## config.mk

```make
export PLATFORM = sky130hd
export DESIGN_NAME = hazard_ctrl
export DESIGN_NICKNAME = d
export VERILOG_FILES = /design/src/rtl/hazard_ctrl.sv
export SDC_FILE = /design/constraint.sdc
export NUM_CORES = 1
export LEC_CHECK = 0
export BUFFER_PORTS_ARGS = -buffer_cell sky130_fd_sc_hd__buf_2
export CAP_MARGIN = 20
export CORE_ASPECT_RATIO = 1.25
export CORE_MARGIN = 2
export CORE_UTILIZATION = 52
export CTS_CLUSTER_DIAMETER = 100
export DETAILED_ROUTE_END_ITERATION = 8
export GPL_TIMING_DRIVEN = 1
export PLACE_DENSITY = 0.8
export REMOVE_ABC_BUFFERS = 1
export SLEW_MARGIN = 40
export SYNTH_ARGS = -nofsm -noshare
export SYNTH_HDL_FRONTEND = slang
export SYNTH_SLANG_ARGS = --single-unit
export TNS_END_PERCENT = 100
```

## constraint.sdc

```tcl
create_clock -name clk -period 3 [get_ports clk]
set_input_delay 0.45 -clock clk [delete_from_list [all_inputs] [get_ports clk]]
set_output_delay 0.45 -clock clk [all_outputs]
set_load 0.1 [all_outputs]
```

## src/rtl/hazard_ctrl.sv

```systemverilog
// Hazard and pipeline-control unit for the 5-stage core.
// Drives operand forwarding selects, per-stage stalls and flushes, the
// data-memory wait-state stall and saturating stall/flush event counters.
//
// Memory wait FSM (state held in waitCnt):
//   state | meaning
//   IDLE  | waitCnt == 0, no access in progress or access on its first cycle
//   BUSY  | waitCnt  > 0, access still occupying M, whole pipe frozen
module hazard_ctrl #(
  parameter int REG_AW       = 5,
  parameter int DMEM_LATENCY = 1,
  parameter int FWD_ENABLE   = 1,
  parameter int CNT_W        = 32
) (
  input  logic              clk,
  input  logic              rst,
  input  logic [REG_AW-1:0] Rs1D,
  input  logic [REG_AW-1:0] Rs2D,
  input  logic [REG_AW-1:0] Rs1E,
  input  logic [REG_AW-1:0] Rs2E,
  input  logic [REG_AW-1:0] RdE,
  input  logic [REG_AW-1:0] RdM,
  input  logic [REG_AW-1:0] RdW,
  input  logic              RegWriteE,
  input  logic              RegWriteM,
  input  logic              RegWriteW,
  input  logic [1:0]        ResultSrcE,
  input  logic              PCSrcE,
  input  logic              MemReqM,
  input  logic              CntClr,
  output logic [1:0]        ForwardAE,
  output logic [1:0]        ForwardBE,
  output logic              StallF,
  output logic              StallD,
  output logic              StallE,
  output logic              StallM,
  output logic              StallW,
  output logic              FlushD,
  output logic              FlushE,
  output logic              MemBusy,
  output logic [CNT_W-1:0]  StallCnt,
  output logic [CNT_W-1:0]  FlushCnt
);

  localparam int WAIT_W = (DMEM_LATENCY > 1) ? $clog2(DMEM_LATENCY) : 1;
  localparam logic [WAIT_W-1:0] WAIT_LAST = WAIT_W'(DMEM_LATENCY - 1);

  logic [WAIT_W-1:0] waitCnt;
  logic              memStall;
  logic              loadUse;
  logic              rawNoFwd;
  logic              dataHaz;
  logic              branchFlush;

  // Forward select for one E-stage source; M beats W, x0 never forwarded.
  function automatic logic [1:0] fwdSel(input logic [REG_AW-1:0] rs,
                                        input logic              wrM,
                                        input logic [REG_AW-1:0] rdM,
                                        input logic              wrW,
                                        input logic [REG_AW-1:0] rdW);
    logic [1:0] sel;
    sel = 2'b00;
    if (wrM && (rdM != '0) && (rdM == rs))      sel = 2'b10;
    else if (wrW && (rdW != '0) && (rdW == rs)) sel = 2'b01;
    return sel;
  endfunction

  // Hazard detection; reset forces the wait stall low so the pipe sees a clean flush.
  always_comb begin
    memStall = !rst && MemReqM && (waitCnt != WAIT_LAST);
    loadUse  = (ResultSrcE == 2'b01) && (RdE != '0) &&
               ((RdE == Rs1D) || (RdE == Rs2D));
    rawNoFwd = ((Rs1D != '0) && ((RegWriteE && (RdE == Rs1D)) ||
                                 (RegWriteM && (RdM == Rs1D)))) ||
               ((Rs2D != '0) && ((RegWriteE && (RdE == Rs2D)) ||
                                 (RegWriteM && (RdM == Rs2D))));
    dataHaz  = (FWD_ENABLE != 0) ? loadUse : rawNoFwd;
    branchFlush = !rst && !memStall && PCSrcE;
  end

  // Forwarding, stall and flush outputs; the memory freeze overrides everything else.
  always_comb begin
    ForwardAE = 2'b00;
    ForwardBE = 2'b00;
    StallF    = 1'b0;
    StallD    = 1'b0;
    StallE    = 1'b0;
    StallM    = 1'b0;
    StallW    = 1'b0;
    FlushD    = 1'b0;
    FlushE    = 1'b0;
    MemBusy   = memStall;
    if (!rst && (FWD_ENABLE != 0)) begin
      ForwardAE = fwdSel(Rs1E, RegWriteM, RdM, RegWriteW, RdW);
      ForwardBE = fwdSel(Rs2E, RegWriteM, RdM, RegWriteW, RdW);
    end
    if (rst) begin
      FlushD = 1'b1;
      FlushE = 1'b1;
    end else if (memStall) begin
      StallF = 1'b1;
      StallD = 1'b1;
      StallE = 1'b1;
      StallM = 1'b1;
      StallW = 1'b1;
    end else if (PCSrcE) begin
      // The D instruction is squashed, so any stall for it is pointless.
      FlushD = 1'b1;
      FlushE = 1'b1;
    end else if (dataHaz) begin
      StallF = 1'b1;
      StallD = 1'b1;
      FlushE = 1'b1;
    end
  end

  // Wait-state counter: counts through the access, drops to 0 on the advancing cycle.
  always_ff @(posedge clk) begin
    if (rst)           waitCnt <= '0;
    else if (memStall) waitCnt <= waitCnt + WAIT_W'(1);
    else               waitCnt <= '0;
  end

  // Saturating performance counters; clear has priority over counting.
  always_ff @(posedge clk) begin
    if (rst || CntClr) begin
      StallCnt <= '0;
      FlushCnt <= '0;
    end else begin
      if (StallF && (StallCnt != '1))      StallCnt <= StallCnt + CNT_W'(1);
      if (branchFlush && (FlushCnt != '1)) FlushCnt <= FlushCnt + CNT_W'(1);
    end
  end

endmodule

```

==> impl_metrics.tcl <==
set metrics [dict create \
    sequentialPowerShare_pct 43.0 \
    holdBufCountCts 0 \
    p_leak_nw 1.81 \
    die_x_um 81.1 \
    crit_path_max_incr_delay_ns 0.51 \
    worstSkewPairLatency_ns 0.35 \
    routedWlPerCell_um 15.3 \
    startpoint_type "primary input" \
    wl_um 10600 \
    die_h_um 100 \
    fill_cells 629 \
    power_density_nw_per_um2 419 \
    synthArstFlopShare_pct 0 \
    first_pass_iters 5 \
    yosysSeqAreaShare_pct 33.7 \
    final-max-slew-violation-count 0 \
    hold_ws_ns 0.492 \
    peakVddDrop_v 0.000416 \
    drtIter0Drc 240 \
    status "complete, no violations" \
    vias 4152 \
    rsz0062_at_grt "false" \
    track_usage_pct 26.2 \
    cts_resized 0 \
    clock-sinks 65 \
    setup_viol 0 \
    antenna_found_initial 0 \
    synth_flop_cell "dfxtp_1" \
    vias_per_cell 6.01 \
    endpoint_kind "primary output" \
    fin_area_um2 4810 \
    synth_edf_count 0 \
    yosysWarnings 0 \
    n_antenna_cell 0 \
    dieArea_um2 8150 \
    cts_buffers 9 \
    post-route-period-util_pct 91.9 \
    core_um2 7310 \
    crit_chain "buf_2 -> or4_1 -> o21ai_0 -> nor3_1 -> nor4_1 -> buf_4 -> buf_12" \
    clock.fmax_mhz 363 \
    yosys.area.top_type_share_pct 33.7 \
    slowest_stage "or4_1" \
    grt_pass1_wl_um 17200 \
    critPathTopFamily "simple AND/OR/NAND/NOR gates" \
    synth.area.top_cells "dfxtp_1 (34%), xnor2_1 (6.3%), xor2_1 (6.3%), nor2_1 (4.3%), or4_1 (4.3%)" \
    layout_min_cycle_time_ns 2.76 \
    syn_area_um2 3870 \
    std_cell_rows 35 \
    ant_nets 0 \
    ys_ff_latch 65 \
    hold_violations 0 \
    syn_inst 479 \
    io_pins 121 \
    portBuffers 119 \
    postCtsSetupBuffers 0 \
    drive_above_1_share_pct 26.4 \
    tightestPinTransition_ns 0.787 \
    required_ns 2.55 \
    dpl.hpwl_um 7680 \
    place_congestion 0.893 \
    ys_types 49 \
    cap_viol_max_count 0 \
    grt_max_degree 52 \
    placed_cell_area_um2 4570 \
    htree_levels 3 \
    drc 0 \
    syn_to_final_growth_pct 24.5 \
    grt_pass1_vias 3846 \
    crit_arrival_ns 2.31 \
    sw_frac_of_total_pct 25.3 \
    yosysMostFrequentCell "dfxtp_1" \
    initial_core_util_pct 52.9 \
    hp-class "flop to flop" \
    power.internal_w 0.00150 \
    nets 641 \
    cts_tree "built" \
    slew-limit-headroom_pct 47.5 \
    finClkSkew_ns 0.0133 \
    cts_buffer_depth 2 \
    p_sw_w 0.000510 \
    critPathMaxFanout 4 \
    path_buf_inv 3 \
    synth_top_cell_by_area "dfxtp_1" \
    grt_remaining_overflow 0 \
    clk_pin_slew_ns 0.07 \
    clockPowerShare_pct 46.3 \
    worstSetupPathType "primary input to primary output" \
    synth_common_cells "dfxtp_1 (65), nor2_1 (44), nand2_1 (33), nand3_1 (30)" \
    avgSynthCellArea_um2 8.07 \
    cts-root-buf "clkbuf_8" \
    combPwrFrac_pct 10.7 \
]
==> worst reg2reg max path, cell delays in order (launching register included) <==
cell	delay [ns]
dfxtp_1	0.42
ha_1	0.25
nand2_1	0.11
nor4_4	0.44
nand2_1	0.17
or3_1	0.37
or4_1	0.40
a21oi_1	0.15
==> power groups by stage <==
stage / Sequential, W / Combinational, W / Clock [W]
2_1_floorplan: 0.000895 / 0.000119 / 0
3_3_place_gp: 0.000886 / 0.000208 / 0
3_5_place_dp: 0.000886 / 0.000213 / 0
4_1_cts: 0.000866 / 0.000214 / 0.000938
5_1_grt: 0.000866 / 0.000230 / 0.000976
6_report: 0.000866 / 0.000215 / 0.000933
==> metrics by stage <==
step                util (%)  setup WS, ns  setup TNS (ns)  power [W]  instances
finish                  65.8         0.244               0    0.00201        691
global route            65.8        0.0796               0    0.00207        691
CTS                     65.8         0.246               0    0.00202        691
detailed placement      62.5         0.253               0    0.00110        675
global placement        62.4         0.276               0    0.00109        675
floorplan                  -         -1.76          -15.37    0.00101        455
==> state kept, by name, summed over array words and instances (netlist names) <==
name,cells
FlushCnt,32
waitCnt,1
StallCnt,32
==> kinds of logic (layout without fill, tap and decap cells) <==
logic type                 Yosys count  count (layout)  synth area share [%]
other                                1               1                0.0970
and+or+nand+nor                    239             239                  34.7
xor gates and xnor gates            56              56                  12.7
adders and majority gates            2               2                 0.647
buffers and inverters               35             155                  3.95
muxes                                7               7                  1.81
DFF                                 65              65                  33.7
AOI/OAI and AO/OA                   74              74                  12.5
==> cells in the final DEF, fill, tap and decap left out, types with 3 or more instances in the layout <==
cell       netlist  layout
a211oi_1         4       4
a21oi_1         26      26
and3_1           8       8
and4_1           4       4
buf_2            8     117
buf_4            3       9
bufinv_16        0       3
clkbuf_8         0      10
dfxtp_1         65      65
inv_1           11      11
mux2i_1          7       7
nand2_1         33      33
nand3_1         30      30
nand4_1         22      22
nor2_1          44      44
nor3_1          19      19
nor4_1          16      16
o21ai_0         12      12
o311ai_0         3       3
o31ai_1         17      16
o41ai_1          4       4
or3_1           17      17
or4_1           22      22
xnor2_1         28      28
xor2_1          28      28
==> worst paths after layout <==
| kind | start | to | slack [ns] | depth (start not counted) |
|---|---|---|---|---|
| worst max register to register | StallCnt[0]$_SDFFE_PP0P_ | StallCnt[28]$_SDFFE_PP0P_ | 0.63 | 7 |
| worst min-delay path | StallCnt[18]$_SDFFE_PP0P_ | StallCnt[18]$_SDFFE_PP0P_ | 0.49 | 2 |
| worst min register to register | StallCnt[18]$_SDFFE_PP0P_ | StallCnt[18]$_SDFFE_PP0P_ | 0.49 | 2 |
| worst max-delay path | RdM[1] | ForwardAE[0] | 0.24 | 7 |
==> final cells by class <==
type,count,area (um^2),area share [%]
multi-input cells,379,2420,50.2
clock inverters,5,103,2.13
well taps,92,115,2.39
flip-flops and latches,65,1300,27.0
inverters,11,41.3,0.858
repair buffers,128,693,14.4
clock buffers,11,141,2.94
==> per-layer routing <==
| layer | wire length (um) | part of all wire (%) | vias up | GRT usage, % |
|---|---|---|---|---|
| met4 | 180 | 1.7 | 0 | 9.91 |
| li1 | - | - | 2009 | - |
| met2 | 5560 | 52 | 133 | 45.7 |
| met3 | 628 | 5.9 | 23 | 6.29 |
| met5 | 0 | 0 | - | 0 |
| met1 | 4230 | 40 | 1987 | 30.7 |
(Power assumes the default switching activity.)
